## src/rtl/cpu_pkg.sv

```systemverilog
// cpu_pkg: constants shared by the control unit, instruction register, PC
// and accumulator of the 8-bit accumulator CPU.
//   CPU_OPW / CPU_ADDRW : default opcode and operand-address field widths
//   OP_*                : opcode encodings (Opcode[7:5])
//   state_t             : control sequencer state encoding
package cpu_pkg;

    localparam int CPU_OPW   = 3;
    localparam int CPU_ADDRW = 5;

    localparam logic [CPU_OPW-1:0] OP_HLT = 3'b000;
    localparam logic [CPU_OPW-1:0] OP_LDA = 3'b001;
    localparam logic [CPU_OPW-1:0] OP_STA = 3'b010;
    localparam logic [CPU_OPW-1:0] OP_ADD = 3'b011;
    localparam logic [CPU_OPW-1:0] OP_SUB = 3'b100;
    localparam logic [CPU_OPW-1:0] OP_JMP = 3'b101;
    localparam logic [CPU_OPW-1:0] OP_JZ  = 3'b110;
    localparam logic [CPU_OPW-1:0] OP_NOP = 3'b111;

    typedef enum logic [2:0] {
        ST_IDLE    = 3'd0,
        ST_F_ADDR  = 3'd1,
        ST_F_READ  = 3'd2,
        ST_DECODE  = 3'd3,
        ST_M_READ  = 3'd4,
        ST_M_WRITE = 3'd5,
        ST_HALT    = 3'd6,
        ST_FAULT   = 3'd7
    } state_t;

    // States in which a memory access is outstanding and mem_ready matters.
    function automatic logic is_mem_wait(input state_t s);
        return (s == ST_F_READ) || (s == ST_M_READ) || (s == ST_M_WRITE);
    endfunction

endpackage

```

## src/rtl/mem_wait_timer.sv

```systemverilog
// mem_wait_timer: counts cycles a memory access has waited for mem_ready and
// flags when the access has used up its LIMIT-cycle budget.
//   clk     : system clock, rising edge
//   reset   : asynchronous, active-low
//   clear   : hold the count at zero (no access outstanding)
//   en      : access outstanding and mem_ready low this cycle
//   expired : this is the LIMIT-th waiting cycle; the access faults
module mem_wait_timer #(
    parameter int LIMIT = 15
) (
    input  logic clk,
    input  logic reset,
    input  logic clear,
    input  logic en,
    output logic expired
);

    localparam int CW = $clog2(LIMIT + 1);

    logic [CW-1:0] count;

    always_ff @(posedge clk or negedge reset) begin
        if (!reset) begin
            count <= '0;
        end else if (clear) begin
            count <= '0;
        end else if (en) begin
            count <= count + CW'(1);
        end
    end

    // The count holds the number of cycles already waited, so the access
    // runs out when this would be wait cycle number LIMIT. A mem_ready on
    // that cycle deasserts en and lets the access complete.
    assign expired = en && (count == CW'(LIMIT - 1));

endmodule

```

## src/rtl/cpu_control_unit.sv

```systemverilog
// cpu_control_unit: multi-cycle fetch/decode/execute sequencer for the 8-bit
// accumulator CPU. Outputs are decoded combinationally from the state, the
// opcode field, zero and mem_ready.
//   clk, reset (async, active-low), start
//   Opcode      : instruction register contents {op[7:5], addr[4:0]}
//   zero        : accumulator == 0
//   mem_ready   : memory finished the current access this cycle
//   load_mar / sel_operand : MAR load, address source (0 = PC, 1 = operand)
//   mem_rd / mem_wr        : memory read / write request
//   LoadIR, inc_pc, load_pc: IR capture, PC step, PC load from operand
//   load_acc / acc_src / alu_sub : accumulator load, source, ALU op
//   halted, fault          : status for HALT and FAULT states
module cpu_control_unit
    import cpu_pkg::*;
#(
    parameter int OPW        = cpu_pkg::CPU_OPW,
    parameter int ADDRW      = cpu_pkg::CPU_ADDRW,
    parameter int WAIT_LIMIT = 15
) (
    input  logic                 clk,
    input  logic                 reset,
    input  logic                 start,
    input  logic [OPW+ADDRW-1:0] Opcode,
    input  logic                 zero,
    input  logic                 mem_ready,
    output logic                 load_mar,
    output logic                 sel_operand,
    output logic                 mem_rd,
    output logic                 mem_wr,
    output logic                 LoadIR,
    output logic                 inc_pc,
    output logic                 load_pc,
    output logic                 load_acc,
    output logic                 acc_src,
    output logic                 alu_sub,
    output logic                 halted,
    output logic                 fault
);

    state_t         state;
    logic [OPW-1:0] op;
    logic           in_wait;
    logic           wait_expired;

    assign op      = Opcode[OPW+ADDRW-1 -: OPW];
    assign in_wait = is_mem_wait(state);

    // The operand address goes straight to the MAR mux, not through here.
    logic unused_addr;
    assign unused_addr = ^Opcode[ADDRW-1:0];

    // Every wait state is entered from a non-wait state, so holding the
    // counter clear outside them clears it on each entry.
    mem_wait_timer #(
        .LIMIT   (WAIT_LIMIT)
    ) u_wait (
        .clk     (clk),
        .reset   (reset),
        .clear   (!in_wait),
        .en      (in_wait && !mem_ready),
        .expired (wait_expired)
    );

    always_ff @(posedge clk or negedge reset) begin
        if (!reset) begin
            state <= ST_IDLE;
        end else begin
            case (state)
                ST_IDLE:   if (start) state <= ST_F_ADDR;
                ST_F_ADDR: state <= ST_F_READ;
                ST_F_READ: begin
                    if (mem_ready)         state <= ST_DECODE;
                    else if (wait_expired) state <= ST_FAULT;
                end
                ST_DECODE: begin
                    case (op)
                        OP_HLT:                 state <= ST_HALT;
                        OP_LDA, OP_ADD, OP_SUB: state <= ST_M_READ;
                        OP_STA:                 state <= ST_M_WRITE;
                        default:                state <= ST_F_ADDR;
                    endcase
                end
                ST_M_READ, ST_M_WRITE: begin
                    if (mem_ready)         state <= ST_F_ADDR;
                    else if (wait_expired) state <= ST_FAULT;
                end
                ST_HALT:  state <= ST_HALT;
                ST_FAULT: state <= ST_FAULT;
                default:  state <= ST_IDLE;
            endcase
        end
    end

    always_comb begin
        load_mar    = 1'b0;
        sel_operand = 1'b0;
        mem_rd      = 1'b0;
        mem_wr      = 1'b0;
        LoadIR      = 1'b0;
        inc_pc      = 1'b0;
        load_pc     = 1'b0;
        load_acc    = 1'b0;
        acc_src     = 1'b0;
        alu_sub     = 1'b0;
        halted      = 1'b0;
        fault       = 1'b0;
        case (state)
            ST_F_ADDR: load_mar = 1'b1;
            ST_F_READ: begin
                mem_rd = 1'b1;
                LoadIR = mem_ready;
                inc_pc = mem_ready;
            end
            ST_DECODE: begin
                case (op)
                    OP_JMP: load_pc = 1'b1;
                    OP_JZ:  load_pc = zero;
                    OP_LDA, OP_ADD, OP_SUB, OP_STA: begin
                        load_mar    = 1'b1;
                        sel_operand = 1'b1;
                    end
                    default: ;
                endcase
            end
            ST_M_READ: begin
                mem_rd = 1'b1;
                if (mem_ready) begin
                    load_acc = 1'b1;
                    acc_src  = (op == OP_ADD) || (op == OP_SUB);
                    alu_sub  = (op == OP_SUB);
                end
            end
            ST_M_WRITE: mem_wr = 1'b1;
            ST_HALT:    halted = 1'b1;
            ST_FAULT:   fault  = 1'b1;
            default: ;
        endcase
    end

endmodule

```

## config.mk

```make
export PLATFORM = sky130hd
export DESIGN_NAME = cpu_control_unit
export DESIGN_NICKNAME = d
export VERILOG_FILES = /design/src/rtl/cpu_pkg.sv /design/src/rtl/mem_wait_timer.sv /design/src/rtl/cpu_control_unit.sv
export SDC_FILE = /design/constraint.sdc
export NUM_CORES = 1
export LEC_CHECK = 0
export CORE_MARGIN = 5
export CORE_UTILIZATION = 40
export DETAILED_ROUTE_END_ITERATION = 10
export PLACE_DENSITY = 0.74
export SETUP_SLACK_MARGIN = 0.1
export SKIP_LAST_GASP = 1
export SLEW_MARGIN = 10
export SYNTH_ARGS = -nofsm -noshare
export SYNTH_HDL_FRONTEND = slang
export SYNTH_SLANG_ARGS = --single-unit
```

## constraint.sdc

```tcl
create_clock -name clk -period 2.6 [get_ports clk]
set_input_delay 0.52 -clock clk [delete_from_list [all_inputs] [get_ports clk]]
set_output_delay 0.52 -clock clk [all_outputs]
set_load 0.05 [all_outputs]
```

==> results.rst <==
.. list-table::
   :header-rows: 1

   * - Metric
     - Value
   * - Clock Sink Count
     - 7
   * - Reg clk slew, reported paths
     - about 0.05 ns
   * - Yosys warning count
     - 0
   * - Std-Cell Rows
     - 13
   * - Total overflow reported by the global router
     - 0
   * - Most common cell after layout, fill and taps aside
     - nor2_1
   * - Final-stage net count
     - between 100 and 150
   * - Leakage power
     - slightly below 0.4 nW
   * - Via count of the first global-routing pass
     - 465
   * - Antenna violations before repair
     - 0
   * - Die outline area
     - about 2300 sq um
   * - Max Transition Viols Final
     - 0
   * - CTS HTree Levels
     - 1
   * - P per Cell Area
     - 1010 nW/um^2
   * - Clock root buffer
     - clkbuf_4
   * - Mean area per synthesized cell
     - ~8.6 sq um
   * - Worst-case reg-to-reg path depth
     - 5
   * - Highest cell delay on the worst timing path
     - ~0.81 ns
   * - Flop and latch count out of synthesis
     - 7
   * - Launch point of the worst path
     - state[1]
   * - Final hold vios
     - 0
   * - Sequential standard cell area
     - roughly 180 sq um
   * - Data arrival time of the critical path
     - roughly 1.9 ns
   * - Slew at the pin closest to its max-slew limit
     - around 0.50 ns
   * - Wire length reported by the detailed router
     - between 1000 and 1500 microns
   * - Crit. End Element
     - primary output
   * - Setup repair after global routing missed its margin
     - false
   * - Area contributors post-synth
     - dfrtp_1 30%, nor2_1 7.2%, mux2i_1 5.2%
   * - Leading cell types in the layout, fill and taps excluded
     - 11 x nor2_1, 10 x clkdlybuf4s50_1, 8 x buf_12, 7 x dfrtp_1
   * - Postcts setup bufs
     - 0
   * - DR DRC count
     - 0
   * - Reg2Reg Setup Slack
     - between 1 and 1.5 ns
   * - First-pass GRT wire length
     - roughly 1800 microns
   * - Number of diodes
     - 0
   * - Cell type with the highest aggregate area in the netlist
     - dfrtp_1
   * - Gp weighted congestion
     - between 0.7 and 0.8
   * - Area of the core
     - between 1000 and 1500 sq um
   * - Cell class contributing the biggest share of worst-path delay
     - buffers and inverters
   * - Sum of negative setup slack
     - 0 ns
   * - Category of the worst setup path launch point
     - flop
   * - Portion of the post-synthesis area used by sequential elements
     - 30.4%
   * - Count of fill cells added during filler insertion
     - ~110
   * - Result of the run
     - finished, final reports clean
   * - Highest fanout seen on the critical path
     - 14
   * - Capturing point of the worst reg2reg path
     - state[0]
   * - Required time worst endpoint
     - roughly 2.1 ns
   * - Part of the cycle the worst path needs
     - between 90% and 100%
   * - Achievable Freq
     - roughly 0.42 GHz
   * - Starting Density
     - 43.2%
   * - Detailed-route wire length per cell
     - roughly 12 microns
   * - Die height
     - around 48 microns
   * - CTS resizes
     - 0
   * - Worst path buffer plus inverter count
     - 1
   * - Multi-input gate area in the final layout
     - around 360 sq um
   * - Port bufs
     - 19
   * - Number of iterations in the first detailed-routing pass
     - 4
   * - TritonCTS clock tree
     - built
   * - Area share of the largest cell type after synthesis
     - between 30% and 40%
   * - Longest Clk Path Bufs
     - 2
   * - Post-synthesis instance total
     - 67
   * - Final HPWL from detailed placement
     - between 900 and 1000 microns
   * - Fraction of layout instances using a drive strength above 1
     - between 15 and 20%
   * - Final total power
     - between 0.0008 and 0.0009 W
   * - Number of buffers inserted during clock tree synthesis
     - 3
   * - Number of hold buffers added after cts
     - 0
   * - Master of the slowest instance on the critical path
     - clkdlybuf4s50_1
   * - Starting DRT DRC Count
     - 5
   * - Setup violations, final
     - 0
   * - Total routing usage reported by global routing
     - roughly 11%
   * - Later-pin clock latency in the skew report
     - about 0.24 ns
   * - Pin count of the biggest net entering global routing
     - 15
   * - Max_cap viols
     - 0
   * - Class of the worst hold path
     - in -> async
   * - Via/cell ratio
     - ~5.1
   * - Reg2reg start
     - u_wait.count[0]
   * - Antenna Nets Post-Route
     - 0
   * - Worst relative slew slack
     - between 60% and 70%
   * - Shortest period the worst path allows
     - between 2 and 2.5 ns
   * - Crit Path Category
     - reg -> out
   * - X dimension of the die
     - approximately 48 microns
   * - I/O pin cnt
     - 25
   * - Count of vias placed by the detailed router
     - 522
   * - Area added between synthesis and finish
     - 51.4%
   * - Sequence of cells on the critical path
     - xnor2_1 > nor2_1 > clkdlybuf4s50_1
   * - Worst supply voltage drop on vdd
     - slightly above 600 uV
   * - Area of the mapped netlist
     - just under 600 sq um
   * - Synth Net Count
     - approximately 80
   * - Total number of cells along the worst setup path
     - 3
   * - Worst setup skew after layout
     - 0.000871 ns
   * - Distinct cell type count after synthesis
     - 31
worst max-delay path by stage:
stage	slack [ns]	endpoint
6_report	0.22	mem_rd
5_1_grt	0.12	acc_src
4_1_cts	0.22	mem_rd
3_5_place_dp	0.31	sel_operand
3_3_place_gp	0.34	sel_operand
2_1_floorplan	0.11	sel_operand
cells in the mapped netlist:
library cell,n
nor2b_1,2
and2_1,2
o311ai_0,1
o21a_1,1
buf_6,1
a21boi_1,1
nand2b_1,2
a21oi_1,4
ha_1,2
a22o_1,1
xor2_1,3
o21bai_1,1
a211o_1,1
nand3b_1,1
xnor2_1,2
nor3b_1,1
clkbuf_2,1
and3b_1,2
nand2_1,3
a31oi_1,1
inv_1,1
and3_1,3
dfrtp_1,7
nand4b_1,2
or2_1,1
mux2i_1,3
buf_2,3
nor3_1,1
buf_4,1
nor2_1,11
a2111oi_2,1
stage by stage:
step,worst slack [ns],instances,util (%),area [sq um],hold slack [ns]
after floorplan,0.110,67,-,577,0.224
after global placement,0.336,98,63.5,847,0.566
after detailed placement,0.311,98,63.5,847,0.583
after CTS,0.218,102,65.5,873,0.514
after global routing,0.115,102,65.5,873,0.516
final,0.223,102,65.5,873,0.517
worst register-to-register path: cells and delay by family (launching register included):
| kind | cells | cell delay (ns) |
|---|---|---|
| adder cells (fa/ha/maj) | 1 | 0.21 |
| buffers and inverters | 1 | 0.06 |
| AO/OA/AOI/OAI | 3 | 0.69 |
| flip-flops | 1 | 0.39 |
area by class of cell:
class | instances | area share, %
clock buffer | 4 | 3.01
timing repair buffer | 22 | 33.2
multi-input combinational | 53 | 41.1
inverter | 1 | 0.430
tap | 15 | 2.15
sequential | 7 | 20.1
power by group:
group | switching (W) | internal (W) | total (W)
logic | 0.000314 | 0.000248 | 0.000562
clock network | 0.0000343 | 0.0000582 | 0.0000924
registers | 0.0000847 | 0.000141 | 0.000226
total | 0.000433 | 0.000447 | 0.000880
sequential cells by signal, summed over array words and instances (netlist names):
name and count:
u_wait.count 4, state 3
routing by layer:
metal | wire length [microns] | global-route usage [%]
met1 | 519 | 13.3
met2 | 544 | 18.7
met3 | 97 | 1.50
met4 | 20 | 8.06
met5 | 0 | 0
logic make-up (layout without fill, tap and decap cells):
logic type | Yosys count | after routing | synth area share, %
xor gates and xnor gates | 5 | 5 | 7.59
adders and majority gates | 2 | 2 | 4.34
muxes | 3 | 3 | 5.21
AOI/OAI and AO/OA | 12 | 12 | 15.6
DFF | 7 | 7 | 30.4
buffers and inverters | 7 | 27 | 7.37
and+or+nand+nor | 31 | 31 | 29.5
Note: power is estimated with default switching activity, not from simulation.
